--- src/rtl/fetch_stage.sv ---
// rtl/fetch_stage.sv - instruction fetch stage: program counter, IF/ID register, one-word hold buffer
module fetch_stage #(
  parameter logic [31:0] RESET_PC = 32'h0000_0000,
  parameter int          PC_INC   = 4
) (
  input  logic        Clk,
  input  logic        Rst,
  input  logic        Redirect,
  input  logic [31:0] RedirectPC,
  input  logic        Stall,
  output logic        IMemReq,
  output logic [31:0] IMemAddr,
  input  logic        IMemReady,
  input  logic [31:0] IMemData,
  output logic [31:0] PC,
  output logic [31:0] IF_ID_Instr,
  output logic [31:0] IF_ID_PCPlus4,
  output logic        IF_ID_Valid
);

  typedef enum logic [1:0] {
    S_BOOT  = 2'd0,
    S_FETCH = 2'd1,
    S_HOLD  = 2'd2
  } state_t;

  state_t      state;
  logic [31:0] held;
  logic [31:0] held_pc4;
  logic [31:0] pc_next_seq;
  logic [31:0] redirect_target;

  // Sequential PC wraps modulo 2^32; redirect targets are forced word-aligned.
  assign pc_next_seq     = PC + 32'(PC_INC);
  assign redirect_target = RedirectPC & ~32'h0000_0003;

  // Requests are only issued while fetching; the address is always the aligned PC.
  assign IMemReq  = (state == S_FETCH);
  assign IMemAddr = PC & ~32'h0000_0003;

  // Fetch FSM: PC, IF/ID register and hold buffer update; redirect overrides stall outside BOOT.
  always_ff @(posedge Clk or negedge Rst) begin
    if (!Rst) begin
      state         <= S_BOOT;
      PC            <= RESET_PC;
      held          <= 32'h0;
      held_pc4      <= 32'h0;
      IF_ID_Instr   <= 32'h0;
      IF_ID_PCPlus4 <= 32'h0;
      IF_ID_Valid   <= 1'b0;
    end else begin
      case (state)
        S_BOOT: begin
          state <= S_FETCH;
        end
        S_FETCH: begin
          if (Redirect) begin
            PC          <= redirect_target;
            IF_ID_Valid <= 1'b0;
            state       <= S_FETCH;
          end else if (IMemReady && !Stall) begin
            IF_ID_Instr   <= IMemData;
            IF_ID_PCPlus4 <= pc_next_seq;
            IF_ID_Valid   <= 1'b1;
            PC            <= pc_next_seq;
          end else if (IMemReady && Stall) begin
            // Decode is frozen: park the word so the request is not repeated.
            held     <= IMemData;
            held_pc4 <= pc_next_seq;
            state    <= S_HOLD;
          end else if (!Stall) begin
            IF_ID_Valid <= 1'b0;
          end
        end
        S_HOLD: begin
          if (Redirect) begin
            // The parked word belongs to the abandoned path and is dropped.
            PC          <= redirect_target;
            IF_ID_Valid <= 1'b0;
            held        <= 32'h0;
            held_pc4    <= 32'h0;
            state       <= S_FETCH;
          end else if (!Stall) begin
            IF_ID_Instr   <= held;
            IF_ID_PCPlus4 <= held_pc4;
            IF_ID_Valid   <= 1'b1;
            PC            <= pc_next_seq;
            state         <= S_FETCH;
          end
        end
        default: begin
          state <= S_BOOT;
        end
      endcase
    end
  end

endmodule

--- config.mk ---
export PLATFORM = sky130hd
export DESIGN_NAME = fetch_stage
export DESIGN_NICKNAME = d
export VERILOG_FILES = /design/src/rtl/fetch_stage.sv
export SDC_FILE = /design/constraint.sdc
export NUM_CORES = 1
export LEC_CHECK = 0
export CAP_MARGIN = 30
export CORE_ASPECT_RATIO = 1.2
export CORE_MARGIN = 4
export CORE_UTILIZATION = 50
export CTS_CLUSTER_DIAMETER = 30
export CTS_CLUSTER_SIZE = 30
export DETAILED_ROUTE_END_ITERATION = 8
export PLACE_DENSITY = 0.9
export SLEW_MARGIN = 20
export SYNTH_ARGS = -nofsm -noshare
export SYNTH_HDL_FRONTEND = slang
export SYNTH_SLANG_ARGS = --single-unit
--- constraint.sdc ---
create_clock -name Clk -period 3.8 [get_ports Clk]
set_clock_uncertainty 0.2 [all_clocks]
set_input_delay 0.76 -clock Clk [delete_from_list [all_inputs] [get_ports Clk]]
set_output_delay 0.76 -clock Clk [all_outputs]
set_load 0.02 [all_outputs]
==> flow_metrics.py <==
metrics = {
    "critical_path": {
        "crit_arrival_ns": 2.02,
        "worstReg2RegStart": "PC[2]",
        "startpoint": "state[1]",
        "cp_data_required_time_ns": 2.84,
        "path_cells": "inv_1 -> ha_1 -> clkdlybuf4s50_1",
        "worstPathMaxFanout": 9,
        "max_stage_delay_ns": 0.72,
        "r2r-end": "held_pc4[22]",
        "r2r_setup_slack_ns": 1.16,
        "crit_end": "IMemReq",
        "crit_slowest_cell": "clkdlybuf4s50_1",
        "reg2reg_depth": 6,
        "crit_path_end_kind": "primary output",
        "start_kind": "flip-flop",
        "critPathTopFamily": "buffers and inverters",
        "crit_buf_inv": 2,
        "crit_type": "reg2out",
        "cp.depth": 3,
    },
    "drt": {
        "first_pass_iters": 6,
        "drc": 0,
        "drt_iter0_drc": 504,
        "antenna_left": 0,
        "vias_per_cell": 5.67,
        "dr_wl_met3_mm": 1.22,
        "vias": 6954,
        "route.top_layer_used": "met4",
        "wl_per_cell_um": 17.6,
        "wl_met2_mm": 10.5,
        "routed_wl_mm": 21.6,
        "wl_met1_mm": 9.29,
    },
    "synthesis": {
        "synth_top_area_share_pct": 49.4,
        "synth_edf_count": 0,
        "synth_area_leader_cell": "dfrtp_1",
        "ys.flop_type": "dfrtp_1",
        "netlist_instances": 874,
        "synthMuxAreaShare_pct": 3.52,
        "async_reset_ff_share_pct": 100,
        "ys_warn_count": 0,
        "synth_fa_ha_area_share_pct": 0.787,
        "seq_area_frac_synth_pct": 49.4,
        "synth_cell_types": 60,
        "synth-xor-area-share_pct": 2.31,
        "synth-seq-cells": 157,
        "synth-compound-area-share_pct": 17.2,
        "synth_top_family_by_area": "simple AND/OR/NAND/NOR gates",
        "synthTopCellsByArea": "dfrtp_1 49%, nand2_1 8.0%, o21ai_0 5.9%, buf_4 3.6%, a31oi_1 2.9%",
        "netlist_area_um2": 7950,
        "avgSynthCellArea_um2": 9.10,
        "synth_simple_gate_area_share_pct": 19.1,
    },
    "worst_hold_path": {
        "hold_path_class": "in2async",
    },
    "pwr": {
        "leakagePower_nw": 4.25,
        "peakVddDrop_uv": 537,
        "p_total_mw": 9.73,
        "cellPowerDensity_nw_per_um2": 943,
    },
    "die": {
        "dieArea_um2": 18000,
        "start_util_pct": 51.1,
        "io_pins": 199,
        "die_height_um": 146,
        "fp-row-count": 50,
        "die_x_um": 123,
        "core_um2": 15600,
    },
    "finish": {
        "final_common_cell": "clkdlybuf4s50_1",
        "layout_common_cells": "189 x clkdlybuf4s50_1, 170 x nand2_1, 157 x dfrtp_1",
        "design_area_um2": 10300,
        "area.growth.synth_to_final_pct": 29.8,
        "n_antenna_cell": 0,
        "final_cells": 1227,
        "fin_nets": 1080,
        "final_layout_size_suffix_gt1_share_pct": 8.15,
        "fill_cells": 1208,
    },
    "timing": {
        "setup_viol": 0,
        "finalCritPeriodShare_pct": 78.4,
        "tns_ns": 0,
        "slew-limit-headroom_pct": 61.6,
        "fin_ws_ns": 0.819,
        "hold_viol": 0,
        "drv_slew": 0,
        "rsz0062_at_grt": "no",
        "clock.fmax_ghz": 0.335,
        "worst_pin_slew_ns": 0.576,
        "fin_crit_ns": 2.98,
    },
    "clock_tree": {
        "hold_buffers": 0,
        "cts_setup_buffers": 0,
        "insertion_delay_ns": 0.42,
        "root_buffer": "clkbuf_16",
        "clk_path_buf_depth": 2,
        "cts_tree": "done",
        "htreeDepth": 4,
        "cts_buffers": 17,
        "cts.sinks": 157,
        "clkTransAtPathRegs_ns": 0.06,
        "ctsResizeCount": 0,
    },
    "placement": {
        "dp_worst_setup_slack_ns": 0.730,
        "post-place-cells": 1194,
        "port_buffers": 190,
        "gp_congestion": 0.950,
        "dp_hpwl_mm": 15.1,
        "placed_area_um2": 9730,
    },
    "global_route": {
        "grt.total_usage_pct": 24.5,
        "gr-total-overflow": 0,
        "antenna_found_initial": 0,
        "grt_pass1_vias": 6829,
        "grt_max_degree": 101,
        "grt_pass1_wl_mm": 35.4,
    },
    "job": {
        "cap_viol_max_count": 0,
    },
    "run_status": {
        "outcome": "complete, no violations",
    },
}
[per-stage QoR]
| stage | util (%) | hold WS (ns) |
|---|---|---|
| after floorplan | - | 0.240 |
| final | 66.2 | 0.0734 |
| after global placement | 62.5 | 0.251 |
| after CTS | 66.1 | 0.272 |
| after detailed placement | 62.5 | 0.258 |
| after global routing | 66.2 | 0.0945 |
[Yosys cell counts (all sizes together) (3+ instances only)]
library cell,count
nand2,171
dfrtp,157
o21ai,94
buf,58
nor2,58
a21oi,42
clkbuf,41
a31oi,37
nand3,20
o22ai,19
and3,17
mux2,13
mux2i,13
o31ai,13
xor2,12
nand4,11
nor3,9
nor4,9
or3,9
xnor2,9
and4,8
inv,7
a221o,6
ha,5
nand2b,5
a22oi,4
and2,4
o31a,3
[area by class of cell]
cell class	count	area, um2	area share [%]
Clock buffer	18	429	4.16
Sequential cell	157	3930	38.1
Clock inverter	14	133	1.29
Tap cell	208	260	2.52
Timing Repair Buffer	208	2100	20.3
Inverter	8	30.0	0.291
Multi-Input combinational cell	614	3440	33.4
[worst reg2reg max path, cell delays in order (launching register included)]
cell and delay, ns:
dfrtp_1 0.51, ha_1 0.39, and3_1 0.36, nand2_2 0.22, nor4_1 0.57, o21ai_0 0.13
o21ai_0 0.16
[cells by family after synthesis]
kind of cell | after synthesis
AO/OA/AOI/OAI | 229
AND/OR/NAND/NOR | 327
flip-flops | 157
other | 1
adder cells (fa/ha/maj) | 5
multiplexers | 26
buffers and inverters | 108
XOR/XNOR | 21
[how the worst min path moves through the flow]
stage                      start        endpoint  slack (ns)  cells after the start
finish                       Rst  IF_ID_Instr[0]        0.07                      1
global route                 Rst  IF_ID_Instr[1]        0.09                      1
CTS                 held_pc4[30]    held_pc4[30]        0.27                      2
detailed placement  held_pc4[30]    held_pc4[30]        0.26                      2
global placement    held_pc4[30]    held_pc4[30]        0.25                      2
floorplan           held_pc4[28]    held_pc4[28]        0.24                      2
[routing by layer]
metal  global-route usage, %  vias up
li1                        -     3306
met1                    33.2     3315
met2                    38.7      293
met3                    4.96       40
met4                    9.53        0
met5                       0        -
[state kept, by name (all words and copies together) (netlist names)]
signal         count
held_pc4          30
state              2
IF_ID_PCPlus4     30
held              32
IF_ID_Valid        1
PC                30
IF_ID_Instr       32
[power breakdown]
part	switching (mW)	internal [mW]	total, mW
clock	0.709	0.912	1.62
combinational	2.75	2.12	4.87
sequential	0.739	2.50	3.23
No activity file was read; power rests on OpenSTA's default activity.
